==> src/rtl/aibnd_dll_ctrl_if.sv <==
// Signal bundle between the DLL loop controller and its environment.
// The slave modport is the controller's view; master is the driver/observer side.
interface aibnd_dll_ctrl_if;
    logic       dll_en;
    logic       rb_cont_cal;
    logic       t_up;
    logic       t_down;
    logic       dll_reset_n;
    logic [2:0] i_gray;
    logic [6:0] f_gray;
    logic       dll_lock;
    logic [9:0] pvt_ref_half_gry;
    logic       dll_err;
    logic [9:0] code_bin;

    modport master (
        output dll_en, rb_cont_cal, t_up, t_down,
        input  dll_reset_n, i_gray, f_gray, dll_lock, pvt_ref_half_gry, dll_err, code_bin
    );

    modport slave (
        input  dll_en, rb_cont_cal, t_up, t_down,
        output dll_reset_n, i_gray, f_gray, dll_lock, pvt_ref_half_gry, dll_err, code_bin
    );
endinterface

==> src/rtl/aibnd_dll_ctrl.sv <==
// DLL loop controller: windowed phase-detector voting steps a 10-bit delay code,
// detects lock by dithering, flags sustained saturation, and sequences the PD reset.
module aibnd_dll_ctrl #(
    parameter int         WIN       = 16,
    parameter int         SETTLE    = 8,
    parameter int         LOCK_REV  = 4,
    parameter int         SAT_LIM   = 4,
    parameter logic [9:0] INIT_CODE = 10'd512
) (
    input  logic             clk_dcd,
    input  logic             dll_reset,
    aibnd_dll_ctrl_if.slave  bus
);

    localparam int CNT_W = $clog2(WIN) + 1;
    localparam int PH_W  = 16;
    localparam int REV_W = $clog2(LOCK_REV + 1);
    localparam int SAT_W = $clog2(SAT_LIM + 1);
    localparam logic [CNT_W-1:0] HALF_WIN = CNT_W'(WIN / 2);

    typedef enum logic [2:0] {
        ST_IDLE,
        ST_CLR,
        ST_SETTLE,
        ST_SAMPLE,
        ST_UPDATE,
        ST_LOCKED
    } state_t;

    state_t           state;
    logic [PH_W-1:0]  phase;
    logic [CNT_W-1:0] up_cnt;
    logic [CNT_W-1:0] dn_cnt;
    logic [REV_W-1:0] rev_cnt;
    logic [SAT_W-1:0] sat_cnt;
    logic             last_valid;
    logic             last_up;
    logic [9:0]       code;
    logic             up_meta, up_sync, dn_meta, dn_sync;
    logic             pd_rstn;
    logic [2:0]       i_gray_r;
    logic [6:0]       f_gray_r;
    logic             lock_r;
    logic [9:0]       pvt_r;
    logic             err_r;

    logic             up_vote, dn_vote;
    logic             dir_up, dir_dn;
    logic             sat_hit;
    logic             rev_hit;
    logic [9:0]       code_next;
    logic [9:0]       half;
    logic [REV_W-1:0] rev_next;
    logic [SAT_W-1:0] sat_next;

    function automatic logic [2:0] gray3(input logic [2:0] x);
        return x ^ (x >> 1);
    endfunction

    function automatic logic [6:0] gray7(input logic [6:0] x);
        return x ^ (x >> 1);
    endfunction

    // Decision for the window just closed; only consumed in UPDATE.
    always_comb begin
        up_vote   = up_sync & ~dn_sync;
        dn_vote   = dn_sync & ~up_sync;
        dir_up    = (up_cnt > HALF_WIN);
        dir_dn    = (dn_cnt > HALF_WIN);
        sat_hit   = (dir_up && code == 10'd1023) || (dir_dn && code == 10'd0);
        code_next = code;
        if (!sat_hit) begin
            if (dir_up)
                code_next = code + 10'd1;
            else if (dir_dn)
                code_next = code - 10'd1;
        end
        rev_hit = 1'b0;
        if (!lock_r) begin
            if (!dir_up && !dir_dn)
                rev_hit = 1'b1;
            else if (!sat_hit && last_valid && (dir_up != last_up))
                rev_hit = 1'b1;
        end
        rev_next = rev_cnt + REV_W'(rev_hit);
        if (!sat_hit)
            sat_next = '0;
        else if (sat_cnt == SAT_W'(SAT_LIM))
            sat_next = sat_cnt;
        else
            sat_next = sat_cnt + SAT_W'(1);
        half = code_next >> 1;
    end

    always_ff @(posedge clk_dcd) begin
        if (dll_reset) begin
            state      <= ST_IDLE;
            phase      <= '0;
            up_cnt     <= '0;
            dn_cnt     <= '0;
            rev_cnt    <= '0;
            sat_cnt    <= '0;
            last_valid <= 1'b0;
            last_up    <= 1'b0;
            code       <= INIT_CODE;
            up_meta    <= 1'b0;
            up_sync    <= 1'b0;
            dn_meta    <= 1'b0;
            dn_sync    <= 1'b0;
            pd_rstn    <= 1'b0;
            i_gray_r   <= gray3(INIT_CODE[9:7]);
            f_gray_r   <= gray7(INIT_CODE[6:0]);
            lock_r     <= 1'b0;
            pvt_r      <= '0;
            err_r      <= 1'b0;
        end else begin
            up_meta  <= bus.t_up;
            up_sync  <= up_meta;
            dn_meta  <= bus.t_down;
            dn_sync  <= dn_meta;
            i_gray_r <= gray3(code[9:7]);
            f_gray_r <= gray7(code[6:0]);

            if (!bus.dll_en) begin
                state      <= ST_IDLE;
                phase      <= '0;
                up_cnt     <= '0;
                dn_cnt     <= '0;
                rev_cnt    <= '0;
                sat_cnt    <= '0;
                last_valid <= 1'b0;
                last_up    <= 1'b0;
                pd_rstn    <= 1'b0;
                lock_r     <= 1'b0;
            end else begin
                case (state)
                    ST_IDLE: begin
                        pd_rstn <= 1'b0;
                        phase   <= '0;
                        state   <= ST_CLR;
                    end
                    ST_CLR: begin
                        if (phase == PH_W'(1)) begin
                            phase   <= '0;
                            pd_rstn <= 1'b1;
                            state   <= ST_SETTLE;
                        end else begin
                            phase <= phase + PH_W'(1);
                        end
                    end
                    ST_SETTLE: begin
                        if (phase == PH_W'(SETTLE - 1)) begin
                            phase <= '0;
                            state <= ST_SAMPLE;
                        end else begin
                            phase <= phase + PH_W'(1);
                        end
                    end
                    ST_SAMPLE: begin
                        up_cnt <= up_cnt + CNT_W'(up_vote);
                        dn_cnt <= dn_cnt + CNT_W'(dn_vote);
                        if (phase == PH_W'(WIN - 1)) begin
                            phase <= '0;
                            state <= ST_UPDATE;
                        end else begin
                            phase <= phase + PH_W'(1);
                        end
                    end
                    ST_UPDATE: begin
                        code    <= code_next;
                        sat_cnt <= sat_next;
                        up_cnt  <= '0;
                        dn_cnt  <= '0;
                        rev_cnt <= rev_next;
                        if (sat_next == SAT_W'(SAT_LIM))
                            err_r <= 1'b1;
                        if (dir_up || dir_dn) begin
                            last_valid <= 1'b1;
                            last_up    <= dir_up;
                        end
                        // Lock entry captures the half-period reference from the new code.
                        if (!lock_r && rev_next == REV_W'(LOCK_REV)) begin
                            state   <= ST_LOCKED;
                            lock_r  <= 1'b1;
                            pvt_r   <= {gray7(half[6:0]), gray3(half[9:7])};
                            pd_rstn <= 1'b1;
                        end else if (lock_r && !bus.rb_cont_cal) begin
                            state   <= ST_LOCKED;
                            pd_rstn <= 1'b1;
                        end else begin
                            state   <= ST_CLR;
                            pd_rstn <= 1'b0;
                        end
                    end
                    ST_LOCKED: begin
                        phase <= '0;
                        if (bus.rb_cont_cal) begin
                            pd_rstn <= 1'b0;
                            state   <= ST_CLR;
                        end else begin
                            pd_rstn <= 1'b1;
                        end
                    end
                    default: begin
                        pd_rstn <= 1'b0;
                        state   <= ST_IDLE;
                    end
                endcase
            end
        end
    end

    assign bus.dll_reset_n      = pd_rstn;
    assign bus.i_gray           = i_gray_r;
    assign bus.f_gray           = f_gray_r;
    assign bus.dll_lock         = lock_r;
    assign bus.pvt_ref_half_gry = pvt_r;
    assign bus.dll_err          = err_r;
    assign bus.code_bin         = code;

endmodule
==> src/flat_wrapper.sv <==
// flat-port wrapper written by rule: the top's interface ports become plain ports
module aibnd_dll_ctrl_flat 
#(
    parameter int         WIN       = 16,
    parameter int         SETTLE    = 8,
    parameter int         LOCK_REV  = 4,
    parameter int         SAT_LIM   = 4,
    parameter logic [9:0] INIT_CODE = 10'd512
)
  (clk_dcd, dll_reset, bus_dll_en, bus_rb_cont_cal, bus_t_up, bus_t_down, bus_dll_reset_n, bus_i_gray, bus_f_gray, bus_dll_lock, bus_pvt_ref_half_gry, bus_dll_err, bus_code_bin);
  aibnd_dll_ctrl_if bus_i ();
  input  logic clk_dcd;
  input  logic dll_reset;
  input wire logic [$bits(bus_i.dll_en)-1:0] bus_dll_en;
  input wire logic [$bits(bus_i.rb_cont_cal)-1:0] bus_rb_cont_cal;
  input wire logic [$bits(bus_i.t_up)-1:0] bus_t_up;
  input wire logic [$bits(bus_i.t_down)-1:0] bus_t_down;
  output wire logic [$bits(bus_i.dll_reset_n)-1:0] bus_dll_reset_n;
  output wire logic [$bits(bus_i.i_gray)-1:0] bus_i_gray;
  output wire logic [$bits(bus_i.f_gray)-1:0] bus_f_gray;
  output wire logic [$bits(bus_i.dll_lock)-1:0] bus_dll_lock;
  output wire logic [$bits(bus_i.pvt_ref_half_gry)-1:0] bus_pvt_ref_half_gry;
  output wire logic [$bits(bus_i.dll_err)-1:0] bus_dll_err;
  output wire logic [$bits(bus_i.code_bin)-1:0] bus_code_bin;
  assign bus_i.dll_en = bus_dll_en;
  assign bus_i.rb_cont_cal = bus_rb_cont_cal;
  assign bus_i.t_up = bus_t_up;
  assign bus_i.t_down = bus_t_down;
  assign bus_dll_reset_n = bus_i.dll_reset_n;
  assign bus_i_gray = bus_i.i_gray;
  assign bus_f_gray = bus_i.f_gray;
  assign bus_dll_lock = bus_i.dll_lock;
  assign bus_pvt_ref_half_gry = bus_i.pvt_ref_half_gry;
  assign bus_dll_err = bus_i.dll_err;
  assign bus_code_bin = bus_i.code_bin;
  aibnd_dll_ctrl #(.WIN(WIN), .SETTLE(SETTLE), .LOCK_REV(LOCK_REV), .SAT_LIM(SAT_LIM), .INIT_CODE(INIT_CODE)) u_core (.clk_dcd(clk_dcd), .dll_reset(dll_reset), .bus(bus_i));
endmodule
==> config.mk <==
export PLATFORM = sky130hd
export DESIGN_NAME = aibnd_dll_ctrl_flat
export DESIGN_NICKNAME = d
export VERILOG_FILES = /design/src/rtl/aibnd_dll_ctrl_if.sv /design/src/rtl/aibnd_dll_ctrl.sv /design/src/flat_wrapper.sv
export SDC_FILE = /design/constraint.sdc
export NUM_CORES = 1
export LEC_CHECK = 0
export ABC_AREA = 1
export BUFFER_PORTS_ARGS = -buffer_cell sky130_fd_sc_hd__buf_2
export CAP_MARGIN = 10
export CORE_UTILIZATION = 55
export CTS_BUF_LIST = sky130_fd_sc_hd__clkbuf_16
export DETAILED_ROUTE_END_ITERATION = 6
export PLACE_DENSITY = 0.72
export SLEW_MARGIN = 0
export SYNTH_ARGS = -nofsm -noshare
export SYNTH_HDL_FRONTEND = slang
export SYNTH_SLANG_ARGS = --single-unit
==> constraint.sdc <==
create_clock -name clk_dcd -period 7.3 [get_ports clk_dcd]
set_clock_uncertainty 0.15 [all_clocks]
set_input_delay 0 -clock clk_dcd [delete_from_list [all_inputs] [get_ports clk_dcd]]
set_output_delay 0 -clock clk_dcd [all_outputs]
set_load 0.03 [all_outputs]
==> summary by stage <==
Status
The run finished with clean final reports.

Placed design
Input and output buffers added on the ports amount to 37. The placer congestion estimate is between 0.9 and 1. The detailed placement HPWL is between 6000 and 7000 um. The post-detailed-placement cell area is ~4500 um2. OpenSTA, run right after detailed placement, puts the worst setup slack at 3.939 ns. Counting tap cells, the placed design contains a total of approximately 720 instances.

Floorplanning
The number of primary I/O pins is 39. The initial utilization of the core area, before any placement, comes to 57.69%. Measured along the x axis, the die boundary spans 89.92 um. The area of the die is 8086 um2.

After floorplanning, the core was sized to cover about 7400 um2. The initialized floorplan defines 31 standard-cell rows. The floorplan step set the die height to ~90 um.

STA
In this run the tightest slew margin relative to its limit is between 30% and 40%. Derived from the worst setup path, the maximum achievable clock frequency is 290.5 MHz. In the final timing run, aggregate negative setup slack is 0 ns. Setup violations remaining at the end of the flow were counted as 0. In the finished design, the share of the clock period the worst path needs comes to between 40% and 50%. The worst path meets setup with a little under 4 ns of slack. At the pin with the least slew margin, the transition time is 0.9471 ns.

The count of final max-slew check failures came to 0. The clock period could shrink to around 3.4 ns. The final-report hold violation count is 0. Setup repair after global routing left no endpoint under its margin.

Final layout
Cells with a size suffix above 1 make up about 17% of the layout. The final antenna diode count is 0. The number of filler instances in the final layout is ~680. The total area of sequential cells is between 1000 and 1500 um2.

The total non-filler cell area in the finished layout is about 4900 um2. The final non-filler cell total is about 740. The synthesis-to-layout area growth is 14.18%. The final layout net count is between 600 and 700. The multi-input combinational cells in the finished layout cover a total of about 2400 um2.

CTS
The number of gates resized after CTS was 0. Counting every sink on the clock net gives 73. CTS placed an instance of sky130_fd_sc_hd__clkbuf_16 at the clock tree root. The number of buffers between clock root and the deepest sink is 2. The buffers inserted during post-CTS setup optimization is 0. The number of H-tree levels is 3.

The clock tree from TritonCTS is yes. After clock tree synthesis, the clock-pin slew on the worst setup and hold paths is approximately 0.050 ns. At the later pin of the worst-skew pair, clock insertion delay measures between 0.3 and 0.4 ns. In this run, CTS created clock tree buffers numbering 9.

GRT
The total global routing track utilization is about a quarter. For met3 alone, demand over resource in global routing was 3.892%. The number of global-route vias before repair is ~3500. Global routing used between 30% and 40% of the available met1 tracks. The most used routing layer is met2. The pin count of the biggest net entering global routing is 21. The first global-routing pass estimated about 16000 um of wire. The residual overflow from global routing is 0. The met2 usage is between 40% and 50%. The number of antenna violations at the first check in global routing is 0.

Critical path
The type of the worst setup path is reg2reg. Grouping stages by cell kind, the critical path spends the most delay in simple AND/OR/NAND/NOR gates. The startpoint identified for the worst register-to-register timing path is u_core.bus.code_bin[2]. In this run the worst setup path begins at u_core.bus.code_bin[2]. Data arrives at the worst endpoint at ~3.5 ns. The biggest fanout along the worst timing path is 14. In this design, the stage delay of the slowest critical-path cell is ~0.47 ns.

The critical path data required time is approximately 7.4 ns. STA classifies the critical path startpoint as a flip-flop. The signal on the critical path passes through inv_1 -> ha_1 -> nand2_1 -> nor3_1 -> nand2_2 -> nand2_4 -> inv_2 -> nand3_1 -> a21oi_1 -> ha_1 -> ha_1 -> xor2_1 -> nand3_1 -> nor2_1 -> nand2_2 -> nor2_4 -> a21boi_1 -> a21oi_1. Counting both buffers and inverters, the worst setup path holds a total of 2. The standard cell with the maximum stage delay on the critical path is sky130_fd_sc_hd__dfxtp_1. Among the stages of the critical path, the cell type that occurs most often is sky130_fd_sc_hd__ha_1. The endpoint kind of the worst setup timing path is a flip-flop.

Logic synthesis
The Yosys step of the flow raised 0 warnings. The most instantiated flip-flop cell in the synthesis netlist is sky130_fd_sc_hd__dfxtp_1. The average size of a mapped cell is 7.182 um2. The distinct cell type count after synthesis is 46.

The top cell type by area accounts for about 34% of the synthesized area. Synthesis produced a netlist whose cell count is 592. The sequential share of the synthesized area is approximately a third. In the synthesized netlist the async set-or-reset flop fraction comes to 0%. When the netlist entered floorplanning its net count stood at roughly 630. The total of flip-flops plus latches after synthesis is 73. By area the synthesized netlist is led by sky130_fd_sc_hd__dfxtp_1 (34%), sky130_fd_sc_hd__nand2_1 (13%), sky130_fd_sc_hd__ha_1 (9.1%), sky130_fd_sc_hd__inv_1 (6.1%), sky130_fd_sc_hd__a21oi_1 (4.6%). The commonest cells after synthesis are sky130_fd_sc_hd__nand2_1 (149), sky130_fd_sc_hd__dfxtp_1 (73), sky130_fd_sc_hd__inv_1 (69).

The largest area contributor in the netlist is sky130_fd_sc_hd__dfxtp_1. The post-synthesis cell area is about 4300 um2. The most frequent cell after synthesis is sky130_fd_sc_hd__nand2_1. The number of enable-type register cells in the synthesized netlist is 0.

Power and ir drop
In this run the power density over the cells is 193.4 nW/um2. Net switching is 23.32% of the power. The combinational cell fraction of total power is 8.0%.

The maximum vdd ir drop is about 0.12 mV. The leakage power is 2.269 nW. The total internal power is ~0.7 mW. The portion of total power attributed to sequential cells is 43.7%. The analysis attributes to net switching a power of roughly 0.22 mW. In this run, the clock network consumes between 40% and 50% of the power.

Detailed routing
The DRC violations left is 0. The per-cell routed wire length is around 13 um. For this block, the via count after detailed routing is 3823. The average via count per standard cell is around 5.2. The number of detailed-route iterations in the first pass is 5.

Once detail routing completed, the nets flagged for antenna violations numbered 0. The final wirelength is about 9600 um. The initial detailed-routing violation count is approximately 230.

Worst hold path
The source of the worst hold timing path is bus_dll_en. The worst hold path class is in2reg.

Job
The tool flagged a number of max-cap violations equal to 0.
==> sequential cells by signal, summed over array words and instances (netlist names), 3 cells and up <==
name,count
u_core.bus.i_gray,3
u_core.state,3
u_core.phase,16
u_core.sat_cnt,3
u_core.up_cnt,5
u_core.bus.code_bin,10
u_core.rev_cnt,3
u_core.dn_cnt,5
u_core.bus.f_gray,7
u_core.bus.pvt_ref_half_gry,9
==> power groups by stage <==
stage | Sequential, mW | Combinational (mW) | Clock, mW
4_1_cts | 0.410 | 0.0742 | 0.461
5_1_grt | 0.411 | 0.0834 | 0.474
2_1_floorplan | 0.423 | 0.0496 | 0
3_5_place_dp | 0.419 | 0.0703 | 0
6_report | 0.410 | 0.0746 | 0.454
3_3_place_gp | 0.418 | 0.0697 | 0
==> worst paths after layout <==
check,to,slack (ns),depth (start not counted)
max reg2reg,u_core.bus.pvt_ref_half_gry[6],3.86,18
max,u_core.bus.pvt_ref_half_gry[6],3.86,18
min reg2reg,u_core.up_sync,0.26,2
min,u_core.bus.pvt_ref_half_gry[8],0.06,6
==> what timing repair did <==
action / in CTS / in global routing
setup endpoints to repair: 0 / 0
hold buffers: 6 / 0
endpoints found under the hold margin: 16 / 0
==> worst register-to-register path, stage by stage, from the launching register on <==
cell and delay, ns:
sky130_fd_sc_hd__dfxtp_1 0.47, sky130_fd_sc_hd__inv_1 0.18, sky130_fd_sc_hd__ha_1 0.27, sky130_fd_sc_hd__nand2_1 0.07, sky130_fd_sc_hd__nor3_1 0.05, sky130_fd_sc_hd__nand2_2 0.10
sky130_fd_sc_hd__nand2_4 0.08, sky130_fd_sc_hd__inv_2 0.20, sky130_fd_sc_hd__nand3_1 0.13, sky130_fd_sc_hd__a21oi_1 0.15, sky130_fd_sc_hd__ha_1 0.17, sky130_fd_sc_hd__ha_1 0.16
sky130_fd_sc_hd__xor2_1 0.20, sky130_fd_sc_hd__nand3_1 0.09, sky130_fd_sc_hd__nor2_1 0.17, sky130_fd_sc_hd__nand2_2 0.13, sky130_fd_sc_hd__nor2_4 0.27, sky130_fd_sc_hd__a21boi_1 0.20
sky130_fd_sc_hd__a21oi_1 0.08
==> metal layers <==
layer  share of wire, %  up-vias  wire length, um
met5                  0        -                0
li1                   -     1966                -
met4                2.2        0              216
met1                 48     1739             4627
met3                5.3       20              510
met2                 44       98             4275
==> placed cells by master, fill, tap and decap left out, types with 8 or more instances in the layout <==
cell type	count
sky130_fd_sc_hd__nor2_1	45
sky130_fd_sc_hd__clkbuf_16	9
sky130_fd_sc_hd__inv_1	71
sky130_fd_sc_hd__a21oi_1	39
sky130_fd_sc_hd__nor3_1	8
sky130_fd_sc_hd__dfxtp_1	73
sky130_fd_sc_hd__inv_2	18
sky130_fd_sc_hd__buf_2	37
sky130_fd_sc_hd__nand2_1	149
sky130_fd_sc_hd__ha_1	31
sky130_fd_sc_hd__o21ai_0	23
sky130_fd_sc_hd__xor2_1	12
sky130_fd_sc_hd__nand3_1	35
sky130_fd_sc_hd__nor2_2	13
==> cell type report <==
cell class	count	area share, %
multi-input combinational	420	49.28
inverter	88	6.804
tap	99	2.552
clock buffer	9	4.639
clock inverter	6	1.572
sequential	73	30.10
timing repair buffer	43	5.052
==> per-stage QoR <==
stage          power (mW)  hold WS (ns)  utilization (%)
2_1_floorplan      0.4729      -0.04303                -
3_3_place_gp       0.4882       0.05691            60.97
3_5_place_dp       0.4890       0.06874            60.97
4_1_cts            0.9447       0.05665            65.87
5_1_grt            0.9683        0.1189            65.87
6_report           0.9387       0.06124            65.87
==> cell families after synthesis <==
group,count (synthesis),share of synthesized area [%]
AND/OR/NAND/NOR,286,32.17
buffers and inverters,99,9.358
AO/OA/AOI/OAI,87,11.80
flip-flops,73,34.37
adder cells (fa/ha/maj),31,9.123
XOR/XNOR,15,3.090
other,1,0.08820
Power figures use the tool's default switching activity.
